## src/rtl/button_input_conditioner.sv

```systemverilog
// button_input_conditioner: sync, debounce and edge-detect raw devboard buttons.
// Ports: clock, reset, rawIn, clearPress -> level, pressPulse, releasePulse, pressLatched.
module button_input_conditioner #(
  parameter int NUM_INPUTS    = 4,
  parameter int STABLE_CYCLES = 500000,
  parameter bit ACTIVE_LOW    = 1'b1
) (
  input  logic                  clock,
  input  logic                  reset,
  input  logic [NUM_INPUTS-1:0] rawIn,
  input  logic [NUM_INPUTS-1:0] clearPress,
  output logic [NUM_INPUTS-1:0] level,
  output logic [NUM_INPUTS-1:0] pressPulse,
  output logic [NUM_INPUTS-1:0] releasePulse,
  output logic [NUM_INPUTS-1:0] pressLatched
);

  localparam int CW = $clog2(STABLE_CYCLES + 1);
  localparam logic [CW-1:0] LAST = CW'(STABLE_CYCLES - 1);
  localparam logic [NUM_INPUTS-1:0] IDLE =
    ACTIVE_LOW ? {NUM_INPUTS{1'b1}} : {NUM_INPUTS{1'b0}};

  logic [NUM_INPUTS-1:0] sync1_q, sync2_q;
  logic [NUM_INPUTS-1:0] synced;
  logic [NUM_INPUTS-1:0] level_q, level_d;
  logic [NUM_INPUTS-1:0] press_q, press_d;
  logic [NUM_INPUTS-1:0] rel_q, rel_d;
  logic [NUM_INPUTS-1:0] latch_q, latch_d;
  logic [NUM_INPUTS-1:0][CW-1:0] cnt_q, cnt_d;

  // Normalized so that 1 always means pressed.
  assign synced = ACTIVE_LOW ? ~sync2_q : sync2_q;

  always_comb begin
    level_d = level_q;
    cnt_d   = cnt_q;
    press_d = '0;
    rel_d   = '0;
    for (int i = 0; i < NUM_INPUTS; i++) begin
      if (synced[i] == level_q[i]) begin
        // Any agreement restarts the run, so bounces never add up.
        cnt_d[i] = '0;
      end else if (cnt_q[i] != LAST) begin
        cnt_d[i] = cnt_q[i] + 1'b1;
      end else begin
        level_d[i] = synced[i];
        cnt_d[i]   = '0;
        press_d[i] = synced[i];
        rel_d[i]   = ~synced[i];
      end
    end
    // A press in the same cycle as a clear keeps the latch set.
    latch_d = press_d | (latch_q & ~clearPress);
  end

  always_ff @(posedge clock) begin
    if (reset) begin
      sync1_q <= IDLE;
      sync2_q <= IDLE;
      level_q <= '0;
      press_q <= '0;
      rel_q   <= '0;
      latch_q <= '0;
      cnt_q   <= '0;
    end else begin
      sync1_q <= rawIn;
      sync2_q <= sync1_q;
      level_q <= level_d;
      press_q <= press_d;
      rel_q   <= rel_d;
      latch_q <= latch_d;
      cnt_q   <= cnt_d;
    end
  end

  assign level        = level_q;
  assign pressPulse   = press_q;
  assign releasePulse = rel_q;
  assign pressLatched = latch_q;

endmodule
```

## config.mk

```make
export PLATFORM = sky130hd
export DESIGN_NAME = button_input_conditioner
export DESIGN_NICKNAME = d
export VERILOG_FILES = /design/src/rtl/button_input_conditioner.sv
export SDC_FILE = /design/constraint.sdc
export NUM_CORES = 1
export LEC_CHECK = 0
export BUFFER_PORTS_ARGS = -buffer_cell sky130_fd_sc_hd__buf_4
export CAP_MARGIN = 20
export CELL_PAD_IN_SITES_DETAIL_PLACEMENT = 0
export CELL_PAD_IN_SITES_GLOBAL_PLACEMENT = 1
export CORE_MARGIN = 4
export CORE_UTILIZATION = 40
export CTS_CLUSTER_DIAMETER = 150
export DETAILED_ROUTE_END_ITERATION = 7
export PLACE_DENSITY_LB_ADDON = 0.2
export SLEW_MARGIN = 40
export SYNTH_ARGS = -nofsm -noshare
export SYNTH_HDL_FRONTEND = slang
export SYNTH_SLANG_ARGS = --single-unit
```

## constraint.sdc

```tcl
create_clock -name clock -period 1.8 [get_ports clock]
set_input_delay 0.09 -clock clock [delete_from_list [all_inputs] [get_ports clock]]
set_output_delay 0.09 -clock clock [all_outputs]
set_load 0.005 [all_outputs]
```

[Yosys cells after proc, flatten, opt, wreduce, memory -nomap -nowiden]
Cells that the tools add are included.
Storage, ports and cells
  input port bits: 10
  output and inout bits: 16
  word-level logic and storage cells: 64
  register bits after elaboration: 100
Operators by class
  bitwise logic cells: 16
  equal/unequal tests: 8
  multiplexer cells: 8
  $add $sub $neg: 4
  reductions and logical operators: 12
Operator list (count)
  adder 19 x 1 -> 19 bit (second input constant): 4
  inequality test 19 bit (second input constant): 4
  OR reduction 3 bit: 8
  NOT 1 bit: 12
  two-way mux 1 bit: 8
  NOT 4 bit: 2
  AND reduction 2 bit: 4
  AND 4 bit: 1
  equality test 1 bit: 4
  bitwise OR 4 bit: 1

[Depth between registers and ports, before layout]
  word-level depth: 4
  depth in mapped cells: 7
  mapped depth without buffers: 5

[Least setup slack after synthesis]
No wires, ideal clock.
  path kind: reg2reg
  start: register cnt_q[25] (netlist name)
  end: register cnt_q[32] (netlist name)
  clock period less this slack: 1.763 ns
  setup time: 0.115 ns
  slack: 0.037 ns
  arrival time: 1.648 ns
  data required time: 1.685 ns
  stages on the path, launching flop included: 7
  cell sequence: dfxtp_1 > or4b_1 > nor4_4 > a211o_1 > buf_4 > buf_6 > nor2_1
On the way
  word-level cells in the longest chain between the ends: 3
  elaborated cells on any way between the ends: 4
  those cells by class: add/sub: 1; eq/ne: 1; bitwise: 1; reduce/logical: 1
Ends and longest elaborated chain
  from (decl): RTL line 29  | logic [NUM_INPUTS-1:0][CW-1:0] cnt_q, cnt_d;
  from (signal assigned): RTL line 72  | cnt_q <= cnt_d;
  branches (longest 3 deep; another with adder 19 x 1 -> 19 bit)
Parallel ways; which one is timed is not known.
A chain may end at the register's enable or synchronous reset.

[Worst setup path after layout]
  start: register cnt_q[20] (netlist name)
  end: register cnt_q[37] (netlist name)
The elaborated chain is that of the path after synthesis.

==> impl_metrics.toml <==
[clocking]
path_clk_slew_ps = 100
htreeDepth = 3
clock_sinks = 100
cts_tree = "built"
cts_root_buffer = "clkbuf_8"
cts-buffers-inserted = 9
insertion_delay_ps = 370
clk_path_buf_depth = 2
post-cts-setup-buffers = 0

[layout]
fill_cells = 1011
layoutNonFillerInstCount = 680
nNetsFinal = 553
diodes = 0
utilization_pct = 49.6
drive_gt1_share_pct = 20.4
fin_area_um2 = 5150
area_growth_pct = 19.9

[synthesis]
netlist_area_um2 = 4290
yosysMostFrequentCell = "dfxtp_1"
synthesis.nets = 492
synth_top_area_share_pct = 46.6
synth_area_leaders = "dfxtp_1 47%, xnor2_1 6.1%, nor2_1 5.9%"
synth_flop_cell = "dfxtp_1"
async_flop_share_pct = 0
synth-seq-cells = 100
yosysWarnings = 0
synth-seq-area-share_pct = 46.6
netlist_instances = 478
synthTopCellsByCount = "100 x dfxtp_1, 67 x nor2_1, 30 x xnor2_1"
synth.distinct_cells = 45
synth_edf_count = 0
yosysTopAreaCell = "dfxtp_1"
postSynthAreaPerCell_um2 = 8.98

[power_and_ir_drop]
irDropWorstVdd_v = 0.000321
p_comb_share_pct = 1.9
p_sw_mw = 0.816
seqPwrFrac_pct = 57.8
switching_share_pct = 21.2
internal_power_mw = 3.04
leakage_nw = 1.71
p_per_area_nw_per_um2 = 749
p_clk_share_pct = 40.2

[timing]
fin_crit_sh_pct = 95.3
clock_skew_ps = 10.3
setup_viol = 0
slew_violations = 0
max_freq_mhz = 583
grt_setup_unrepaired = "false"
tns_ps = 0
worstMarginPinSlew_ps = 413
max_slew_margin_pct = 72.2
finalHoldViolCount = 0
period_minus_slack_ps = 1720

[global_routing]
grt_overflow_total = 0
grt_pass1_wl_um = 15400
grt.total_usage_pct = 14.8
grt_max_degree = 28
first_global_vias = 3289
antenna_found_initial = 0

[die]
start_util_pct = 41.4
die_x_um = 112
die_y_um = 112
die_area_um2 = 12500
core_area_um2 = 10400
ios = 26
fp-row-count = 37

[place]
dpl_cell_area_um2 = 4840
numPortBuffers = 25
gp_congestion = 0.815
hpwl_um = 6380
dp.cells = 658

[worst_setup_path]
crit_chain = "ha_2 -> nand4_1 -> or4_4 -> or3_1 -> a21oi_2"
path_max_fanout = 4
end_kind = "register"
critPathMaxStageDelay_ps = 440
slowest_stage = "or4_4"
timing.rr.start = "cnt_q[20]$_SDFF_PP0_"
ff2ff_setup_slack_ps = 80
startpoint_type = "register"
cp.arrival_ps = 2020
ff2ff_path_depth = 5
r2r-end = "cnt_q[37]$_SDFF_PP0_"
required_ps = 2100
critPathKind = "reg -> reg"

[drt]
routed_wl_um = 8900
drt-pass1-iter-count = 4
num_vias = 3450
detail-route-antenna-nets = 0
avgRoutedWirePerCell_um = 13.1
drt_iter0_drc = 137
drc_errors = 0
vias_per_cell = 5.07

[worst_hold_path]
hp-start = "clearPress[3]"
min_to = "pressLatched[3]$_SDFF_PP0_"
holdPathStages = 3
hold_class = "in -> reg"

[status]
status = "finished, final reports clean"

[run]
max_cap_violations = 0
## power groups by stage
stage,Combinational (mW),Clock [mW],Sequential [mW]
after floorplan,0.0381,0,2.28
after global placement,0.0642,0,2.28
after detailed placement,0.0651,0,2.28
after CTS,0.0754,1.61,2.23
after global routing,0.0833,1.70,2.23
final,0.0748,1.55,2.23
## cell type report
cell class                      count  area, µm²  share of cell area, %
Tap cell                          136        170                   3.31
Multi-Input combinational cell    350       2180                   42.4
Clock buffer                        9        124                   2.41
Sequential cell                   100       2010                   39.0
Clock inverter                      7       91.3                   1.77
Timing Repair Buffer               67        531                   10.3
Inverter                           11       41.3                  0.802
## timing repair
item | 4_1_cts | 5_1_grt
setup endpoints to repair | 0 | 31
hold buffers | 6 | 0
hold endpoints to repair | 6 | 0
resized for setup | 0 | 10
## layout by cell type, fill, tap and decap left out, types with 13 or more instances in the layout
| cell type | Yosys | layout |
|---|---|---|
| nor2_1 | 67 | 67 |
| nand4_1 | 23 | 23 |
| nor4_1 | 14 | 14 |
| xnor2_1 | 30 | 30 |
| and3_1 | 13 | 13 |
| xor2_1 | 24 | 24 |
| nand2_1 | 29 | 29 |
| buf_4 | 3 | 60 |
| dfxtp_1 | 100 | 94 |
| a21oi_1 | 19 | 19 |
| nor3_1 | 22 | 22 |
| or2_2 | 16 | 16 |
| nand3_1 | 24 | 24 |
## metal layers
layer	vias to the layer above	global-route usage (%)	part of all wire [%]
met5	-	0	0
met4	0	5.35	1.2
met3	8	3.32	3.2
met2	43	23.3	46
met1	1600	20.0	50
li1	1799	-	-
## how the worst max path moves through the flow
stage | startpoint | to | slack (ps) | cells past startpoint
floorplan | cnt_q[25]$_SDFF_PP0_ | cnt_q[32]$_SDFF_PP0_ | 40 | 6
global placement | cnt_q[12]$_SDFF_PP0_ | pressLatched[0]$_SDFF_PP0_ | 110 | 4
detailed placement | cnt_q[19]$_SDFF_PP0_ | cnt_q[37]$_SDFF_PP0_ | 80 | 5
CTS | cnt_q[19]$_SDFF_PP0_ | cnt_q[37]$_SDFF_PP0_ | 40 | 5
global route | cnt_q[20]$_SDFF_PP0_ | cnt_q[37]$_SDFF_PP0_ | 1 | 5
finish | cnt_q[20]$_SDFF_PP0_ | cnt_q[37]$_SDFF_PP0_ | 80 | 5
## worst max-delay path, delay by kind of cell (launching register included)
family | cells | cell delay, ps
AND/OR/NAND/NOR | 3 | 930
adder cells (fa/ha/maj) | 1 | 220
flip-flops | 1 | 370
AO/OA/AOI/OAI | 1 | 130
## kinds of logic (layout without fill, tap and decap cells)
logic type | after synthesis | after routing | share of synthesized area (%)
fa+ha+maj | 4 | 4 | 1.17
buf+inv | 28 | 94 | 3.06
flops | 100 | 100 | 46.6
compound gates | 42 | 42 | 5.95
mux | 2 | 2 | 0.466
simple gates | 248 | 248 | 31.7
xor+xnor | 54 | 54 | 11.0
## through the flow
step	power [mW]	worst slack, ps	hold WS (ps)
finish	3.86	84.9	54.0
global route	4.01	1.14	46.4
CTS	3.91	44.5	34.7
detailed placement	2.35	77.4	280
global placement	2.34	107	275
floorplan	2.32	37.5	194
## state kept, by name, indices dropped and copies added, names as in the netlist
signal and count:
pressPulse 4, sync1_q 4, cnt_q 76, level 4, sync2_q 4, pressLatched 4, releasePulse 4
Power figures use the tool's default switching activity.
